File: config.mk
export PLATFORM = sky130hd
export DESIGN_NAME = baggage_drop_ctrl
export DESIGN_NICKNAME = d
export VERILOG_FILES = /design/src/rtl/baggage_drop_ctrl.sv
export SDC_FILE = /design/constraint.sdc
export NUM_CORES = 1
export LEC_CHECK = 0
export BUFFER_PORTS_ARGS = -buffer_cell sky130_fd_sc_hd__buf_2
export CAP_MARGIN = 20
export CORE_ASPECT_RATIO = 0.75
export CORE_UTILIZATION = 40
export CTS_BUF_LIST = sky130_fd_sc_hd__clkbuf_2
export DETAILED_ROUTE_END_ITERATION = 7
export PLACE_DENSITY = 0.58
export SYNTH_ARGS = -nofsm -noshare
export SYNTH_HDL_FRONTEND = slang
export SYNTH_SLANG_ARGS = --single-unit
File: constraint.sdc
create_clock -name clk -period 2.8 [get_ports clk]
set_input_delay 0.56 -clock clk [delete_from_list [all_inputs] [get_ports clk]]
set_output_delay 0.56 -clock clk [all_outputs]
set_load 0.05 [all_outputs]
File: src/rtl/baggage_drop_ctrl.sv
// -----------------------------------------------------------------------------
// baggage_drop_ctrl
//
// Sequential controller for the baggage-drop datapath. Per request it latches
// the four height sensors, averages them, takes an 8-step restoring square
// root of {height, 8'h00} (sqrt(height) in Q4.4), halves it into the fall
// time t_act, compares that against t_lim under drop_en, and then holds
// drop_activated high for DROP_CYCLES cycles on an accepted drop.
//
// Optional feature: define BAGGAGE_SENSOR_FAULT_EN to reject any request whose
// sensors read 8'h00 or 8'hFF (flagged on fault). Without it fault is tied 0.
//
// Parameters:
//   DROP_CYCLES     cycles drop_activated stays high (1..65535)
// Ports:
//   clk             single clock, rising edge
//   rst_n           asynchronous active-low reset
//   req             start request, sampled only in IDLE
//   sensor1..4[7:0] raw heights, latched in SAMPLE
//   t_lim[15:0]     time limit, sampled in COMPARE
//   drop_en         drop enable, sampled in COMPARE
//   busy            high in every state except IDLE
//   valid           one-cycle pulse when t_act is updated
//   t_act[15:0]     computed fall time, held until the next valid
//   drop_activated  drop actuator strobe
//   status[1:0]     0 idle, 1 computing, 2 dropped, 3 rejected
//   fault           sensor fault flag
// -----------------------------------------------------------------------------
module baggage_drop_ctrl #(
  parameter int unsigned DROP_CYCLES = 16
) (
  input  logic        clk,
  input  logic        rst_n,
  input  logic        req,
  input  logic [7:0]  sensor1,
  input  logic [7:0]  sensor2,
  input  logic [7:0]  sensor3,
  input  logic [7:0]  sensor4,
  input  logic [15:0] t_lim,
  input  logic        drop_en,
  output logic        busy,
  output logic        valid,
  output logic [15:0] t_act,
  output logic        drop_activated,
  output logic [1:0]  status,
  output logic        fault
);

  typedef enum logic [2:0] {
    S_IDLE,
    S_SAMPLE,
    S_ROOT,
    S_COMPARE,
    S_DROP,
    S_REJECT
  } state_e;

  localparam logic [15:0] DROP_LOAD = 16'(DROP_CYCLES);

  state_e      state_q, state_d;
  logic [15:0] rad_q, rad_d;     // radicand, consumed two bits per ROOT cycle
  logic [7:0]  root_q, root_d;   // partial root, one bit appended per cycle
  logic [9:0]  rem_q, rem_d;     // partial remainder, never exceeds 2*root
  logic [2:0]  iter_q, iter_d;
  logic [15:0] hold_q, hold_d;   // remaining DROP cycles
  logic [15:0] t_act_q, t_act_d;
  logic        valid_q, valid_d;
  logic [1:0]  status_q, status_d;

  logic [9:0]  sum;
  logic [7:0]  height;
  logic [11:0] rem_trial;
  logic [11:0] trial;
  logic [11:0] rem_diff;
  logic        trial_fits;
  logic [15:0] t_act_new;

`ifdef BAGGAGE_SENSOR_FAULT_EN
  logic fault_q, fault_d;
  logic sensor_bad;

  // 8'h00 and 8'hFF are a disconnected or saturated sensor.
  assign sensor_bad = (sensor1 == 8'h00) || (sensor1 == 8'hFF) ||
                      (sensor2 == 8'h00) || (sensor2 == 8'hFF) ||
                      (sensor3 == 8'h00) || (sensor3 == 8'hFF) ||
                      (sensor4 == 8'h00) || (sensor4 == 8'hFF);
`endif

  // Average of the four sensors, truncating.
  assign sum    = {2'b00, sensor1} + {2'b00, sensor2} + {2'b00, sensor3} + {2'b00, sensor4};
  assign height = sum[9:2];

  // One restoring step: bring down the next bit pair and try to subtract
  // (4*root + 1); success means the next root bit is 1.
  assign rem_trial  = {rem_q, rad_q[15:14]};
  assign trial      = {2'b00, root_q, 2'b01};
  assign trial_fits = (rem_trial >= trial);
  assign rem_diff   = rem_trial - trial;

  // Q4.4 root halved gives the fall time.
  assign t_act_new = {9'd0, root_q[7:1]};

  always_comb begin
    // NOTE: every signal gets a default here so no path through the case can
    // leave one unassigned and infer a latch.
    state_d  = state_q;
    rad_d    = rad_q;
    root_d   = root_q;
    rem_d    = rem_q;
    iter_d   = iter_q;
    hold_d   = hold_q;
    t_act_d  = t_act_q;
    valid_d  = 1'b0;
    status_d = status_q;
`ifdef BAGGAGE_SENSOR_FAULT_EN
    fault_d  = fault_q;
`endif

    unique case (state_q)
      S_IDLE: begin
        if (req) begin
          state_d  = S_SAMPLE;
          status_d = 2'd1;
`ifdef BAGGAGE_SENSOR_FAULT_EN
          fault_d  = 1'b0;
`endif
        end
      end

      S_SAMPLE: begin
        rad_d   = {height, 8'h00};
        root_d  = '0;
        rem_d   = '0;
        iter_d  = '0;
        state_d = S_ROOT;
`ifdef BAGGAGE_SENSOR_FAULT_EN
        if (sensor_bad) begin
          fault_d  = 1'b1;
          status_d = 2'd3;
          state_d  = S_REJECT;
        end
`endif
      end

      S_ROOT: begin
        rad_d  = {rad_q[13:0], 2'b00};
        root_d = {root_q[6:0], trial_fits};
        rem_d  = trial_fits ? rem_diff[9:0] : rem_trial[9:0];
        iter_d = iter_q + 3'd1;
        if (iter_q == 3'd7) begin
          state_d = S_COMPARE;
        end
      end

      S_COMPARE: begin
        t_act_d = t_act_new;
        valid_d = 1'b1;
        if (drop_en && (t_act_new <= t_lim)) begin
          hold_d   = DROP_LOAD;
          status_d = 2'd2;
          state_d  = S_DROP;
        end else begin
          status_d = 2'd3;
          state_d  = S_REJECT;
        end
      end

      S_DROP: begin
        hold_d = hold_q - 16'd1;
        if (hold_q <= 16'd1) begin
          state_d = S_IDLE;
        end
      end

      S_REJECT: begin
        state_d = S_IDLE;
      end

      default: begin
        state_d = S_IDLE;
      end
    endcase
  end

  // NOTE: state is updated with non-blocking assignments so every flop samples
  // the pre-edge values regardless of statement order.
  always_ff @(posedge clk or negedge rst_n) begin
    if (!rst_n) begin
      state_q  <= S_IDLE;
      rad_q    <= '0;
      root_q   <= '0;
      rem_q    <= '0;
      iter_q   <= '0;
      hold_q   <= '0;
      t_act_q  <= '0;
      valid_q  <= 1'b0;
      status_q <= 2'd0;
`ifdef BAGGAGE_SENSOR_FAULT_EN
      fault_q  <= 1'b0;
`endif
    end else begin
      state_q  <= state_d;
      rad_q    <= rad_d;
      root_q   <= root_d;
      rem_q    <= rem_d;
      iter_q   <= iter_d;
      hold_q   <= hold_d;
      t_act_q  <= t_act_d;
      valid_q  <= valid_d;
      status_q <= status_d;
`ifdef BAGGAGE_SENSOR_FAULT_EN
      fault_q  <= fault_d;
`endif
    end
  end

  // busy and drop_activated decode only the state register, so reset drops
  // them asynchronously and no input can reach them combinationally.
  assign busy           = (state_q != S_IDLE);
  assign drop_activated = (state_q == S_DROP);
  assign valid          = valid_q;
  assign t_act          = t_act_q;
  assign status         = status_q;
`ifdef BAGGAGE_SENSOR_FAULT_EN
  assign fault          = fault_q;
`else
  assign fault          = 1'b0;
`endif

endmodule

==> Implementation_results.wiki <==
{| class="wikitable"
! Metric !! Value
|-
| Critical register-to-register path endpoint || rem_q[1]$_DFFE_PN0P_
|-
| Buffer count from post-CTS setup fixing || 0
|-
| Count of unresolved DRC violations after routing || 0
|-
| Reg-to-reg critical path startpoint || root_q[3]$_DFFE_PN0P_
|-
| First-pass GRT wire length || 14.17 mm
|-
| Remaining global-route overflow || 0
|-
| Final Hold Violating Endpoints || 0
|-
| Max Buffers Root-to-Sink || 2
|-
| Type of the most critical hold path || in -> reg
|-
| Total Nets Final || 609
|-
| Initial antenna violation count || 0
|-
| Crit path largest cell delay || 0.52 ns
|-
| Share of the yosys chip area belonging to registers || 36.59%
|-
| Reg clk slew, reported paths || 0.19 ns
|-
| Data required time of the critical path || about 3.2 ns
|-
| TritonCTS Sinks || 58
|-
| Areal power density over the cells || 1085 nW/um^2
|-
| Number of synthesized flops with an enable pin || 0
|-
| Minimum clock period after layout || approximately 2.7 ns
|-
| Slew Viols, Final || 0
|-
| Iteration-0 DRC count of the detailed router || 162
|-
| Global router's overall resource usage || 17.87%
|-
| Compound-gate portion of the synthesized area || 17.03%
|-
| Die H || approximately 88 um
|-
| Starting density of the core || around two fifths
|-
| Status || complete, no violations
|-
| Max capacitance violation total || 0
|-
| Critical-path cell list || buf_2, inv_8, fa_1, inv_1, fa_2, nand2_1, nor2_1, fa_2, a21o_1, a21oi_2, o21bai_1, a21o_1, a21oi_1, o221ai_1
|-
| Wire length after detailed routing || 8.267 mm
|-
| Critical-path cell with the highest stage delay || sky130_fd_sc_hd__fa_1
|-
| Max VDD drop || 0.0002815 V
|-
| Highest achievable clock rate || between 300 and 400 MHz
|-
| R2R depth || 9
|-
| H-Tree Level Count || 3
|-
| RSZ-0062 raised after global routing || false
|-
| Signed area change from the synthesized netlist to the final layout || 18.74%
|-
| Number of placement rows || 31
|-
| Worst reg-to-reg setup slack || 0.47 ns
|-
| Core region area || a little under 10000 um^2
|-
| Pin count of the biggest net entering global routing || 23
|-
| Total Power Consumption || 5.109 mW
|-
| Filler Cells Inserted || about 960
|-
| Crit Path Category || in -> reg
|-
| Post-detailed-route count of antenna-violating nets || 0
|-
| Dpl hpwl || 6.477 mm
|-
| Switching power total || 2.390 mW
|-
| Commonest non-fill, non-tap cells in the layout || sky130_fd_sc_hd__inv_1, sky130_fd_sc_hd__buf_2, sky130_fd_sc_hd__dfrtp_1
|-
| Arrival time of the worst setup path || slightly above 3 ns
|-
| Critical path startpoint || sensor1[1]
|-
| Internal power || 2.719 mW
|-
| Main combinational cell family by area after synthesis || compound AO/OA/AOI/OAI gates
|-
| Metal3 WL || about 320 um
|-
| Ys async rst share || 100.0%
|-
| Share of the cycle needed by the critical path after routing || between 90% and 100%
|-
| Number of distinct library cell variants in the gate-level netlist after synthesis || 60
|-
| WHS Path Cells || 3
|-
| Skew final || 0.03738 ns
|-
| Global placement routability congestion || 0.7447
|-
| Crit path capture || rad_q[15]$_DFFE_PN0P_
|-
| Clock Tree Root || sky130_fd_sc_hd__clkbuf_2
|-
| CTS tree || yes
|-
| Iteration count of the initial detailed-routing pass || 4
|-
| Relative max-transition margin || 60.98%
|-
| Top Ports || 74
|-
| Leakage power summed over all cells || between 2 and 2.5 nW
|-
| Number of global-route vias before repair || ~3100
|-
| Clock power frac || 12.7%
|-
| Setup Slack @ Placement || -0.3926 ns
|-
| Number of vias per cell || 4.858
|-
| Adder-cell area share of the yosys netlist || 16.91%
|-
| Clk_lat worst skew || approximately 0.50 ns
|-
| Syn Inst Count || 429
|-
| Startpoint type of the worst setup path || input pin
|-
| Top FF cell, synth || sky130_fd_sc_hd__dfrtp_1
|-
| Port bufs || 63
|-
| Clock buffers created by TritonCTS || 9
|-
| Fraction of power spent switching nets || a little under half
|-
| Type of element capturing the critical path || register
|-
| Detailed route wirelength on metal2 || ~3.7 mm
|-
| Highest Signal Layer || met4
|-
| Setup Viol. Count Final || 0
|-
| Register area || 1451 um^2
|-
| Warnings, synthesis || 0
|-
| Metal-1 WL || 4.161 mm
|-
| Gate power share || 58.7%
|-
| XOR/XNOR share of the synthesized area || 2.650%
|-
| Horizontal extent of the die || between 100 and 150 um
|-
| Most common library cell in the layout ignoring fill and taps || sky130_fd_sc_hd__inv_1
|-
| CP max FO || 2
|-
| Routed vias || 3158
|-
| N_diodes || 0
|-
| Fraction of power consumed by sequential logic || 28.6%
|-
| Multi-input combinational cell area || 2212 um^2
|-
| Fraction of layout instances using a drive strength above 1 || 24.32%
|-
| Worst Max-Slew Pin Slew || roughly 0.58 ns
|-
| Post-Synthesis Cell Area || 3966 um^2
|-
| Synth Area in Simple Gates || 14.79%
|-
| Final worst slack || 0.1132 ns
|-
| Average cell area after synthesis || 9.245 um^2
|-
| Total Die Area || 10320 um^2
|-
| Share of cell area taken by muxes after synthesis || 2.019%
|-
| Post-route core utilization || ~49%
|-
| Routed length per instance || 12.72 um
|-
| Number of register bits inferred by synthesis || 58
|}
final cells by class:
class | count | share of cell area, %
Multi-Input combinational cell | 290 | 46.97
Sequential cell | 58 | 30.82
Timing Repair Buffer | 81 | 9.617
Inverter | 73 | 5.978
Tap cell | 132 | 3.507
Clock inverter | 7 | 2.152
Clock buffer | 9 | 0.9564
worst max-delay path: cells and delay by family:
kind / cells / cell delay, ns
buffers and inverters: 3 / 0.21
and+or+nand+nor: 2 / 0.13
adders and majority gates: 3 / 1.30
AOI/OAI and AO/OA: 6 / 0.85
synthesized netlist by cell type (2+ instances only):
master / instances / share of area, %
sky130_fd_sc_hd__or4_1: 2 / 0.38
sky130_fd_sc_hd__o21ai_0: 28 / 3.5
sky130_fd_sc_hd__o21ai_1: 16 / 2.0
sky130_fd_sc_hd__a22o_1: 4 / 0.88
sky130_fd_sc_hd__nand2_1: 36 / 3.4
sky130_fd_sc_hd__buf_6: 2 / 0.57
sky130_fd_sc_hd__dfrtp_1: 58 / 37
sky130_fd_sc_hd__mux2i_1: 8 / 2.0
sky130_fd_sc_hd__xnor2_1: 7 / 1.5
sky130_fd_sc_hd__nand2b_1: 5 / 0.79
sky130_fd_sc_hd__nor2_1: 18 / 1.7
sky130_fd_sc_hd__a21o_1: 5 / 0.95
sky130_fd_sc_hd__xor2_1: 5 / 1.1
sky130_fd_sc_hd__nor3_1: 7 / 0.88
sky130_fd_sc_hd__a211oi_2: 2 / 0.63
sky130_fd_sc_hd__nor4_1: 3 / 0.47
sky130_fd_sc_hd__o21bai_1: 2 / 0.38
sky130_fd_sc_hd__nand3_1: 17 / 2.1
sky130_fd_sc_hd__and4b_1: 2 / 0.50
sky130_fd_sc_hd__inv_2: 2 / 0.19
sky130_fd_sc_hd__inv_1: 71 / 6.7
sky130_fd_sc_hd__ha_1: 28 / 8.8
sky130_fd_sc_hd__o22ai_1: 8 / 1.3
sky130_fd_sc_hd__a31oi_1: 2 / 0.32
sky130_fd_sc_hd__o21a_1: 2 / 0.38
sky130_fd_sc_hd__o211ai_1: 2 / 0.38
sky130_fd_sc_hd__buf_2: 2 / 0.25
sky130_fd_sc_hd__a22oi_1: 5 / 0.95
sky130_fd_sc_hd__or3_1: 6 / 0.95
sky130_fd_sc_hd__clkbuf_1: 3 / 0.28
sky130_fd_sc_hd__a211oi_1: 2 / 0.38
sky130_fd_sc_hd__a21oi_1: 15 / 1.9
sky130_fd_sc_hd__fa_1: 16 / 8.1
sky130_fd_sc_hd__buf_4: 10 / 1.9
sky130_fd_sc_hd__and2_1: 2 / 0.32
sky130_fd_sc_hd__nand4_1: 2 / 0.32
kinds of logic (layout without fill, tap and decap cells):
logic type / after synthesis / count (layout)
AO/OA/AOI/OAI: 103 / 103
other: 1 / 10
flip-flops: 58 / 58
XOR/XNOR: 12 / 12
multiplexers: 8 / 8
adder cells (fa/ha/maj): 44 / 44
AND/OR/NAND/NOR: 113 / 113
buffers and inverters: 90 / 170
power groups by stage:
stage                     logic, mW  registers, mW  clock network [mW]
after detailed placement       3.01           1.48                   0
after global placement         2.93           1.47                   0
after CTS                      3.02           1.46               0.672
after floorplan                2.16           1.62                   0
after global routing           3.40           1.51               0.714
final                          3.00           1.46               0.650
through the flow:
step           instance area, um^2  std cells  TNS (ns)  hold slack, ns
6_report                      4710        650         0          0.3381
4_1_cts                       4706        650         0          0.2998
5_1_grt                       4710        650         0          0.2769
2_1_floorplan                 4060        438   -0.3300          0.2644
3_5_place_dp                  4549        633    -1.472          0.4621
3_3_place_gp                  4549        633    -1.346          0.4581
layer usage:
metal  global-route usage (%)  up-vias
li1                         -     1608
met1                    23.60     1478
met2                    28.99       64
met3                    4.247        8
met4                    6.099        0
met5                        0        -
state kept, by name, indices dropped and copies added, names as in the netlist:
| name | cells |
|---|---|
| valid | 1 |
| iter_q | 3 |
| hold_q | 16 |
| status | 2 |
| root_q | 8 |
| t_act | 7 |
| rad_q | 8 |
| state_q | 3 |
| rem_q | 10 |
what timing repair did:
item                                   CTS  global route
endpoints found under the hold margin   17             0
resized for setup                        0             1
hold buffers                             1             0
setup endpoints to repair                0             1
worst min path at each step:
| stage | from | end | slack, ns |
|---|---|---|---|
| after floorplan | rst_n | hold_q[0]$_DFFE_PN0P_ | 0.26 |
| after global placement | t_act[0]$_DFFE_PN0P_ | t_act[0]$_DFFE_PN0P_ | 0.46 |
| after detailed placement | hold_q[15]$_DFFE_PN0P_ | hold_q[15]$_DFFE_PN0P_ | 0.46 |
| after CTS | req | state_q[0]$_DFFE_PN0P_ | 0.30 |
| after global routing | req | state_q[0]$_DFFE_PN0P_ | 0.28 |
| final | req | state_q[0]$_DFFE_PN0P_ | 0.34 |
No activity file was read; power rests on OpenSTA's default activity.
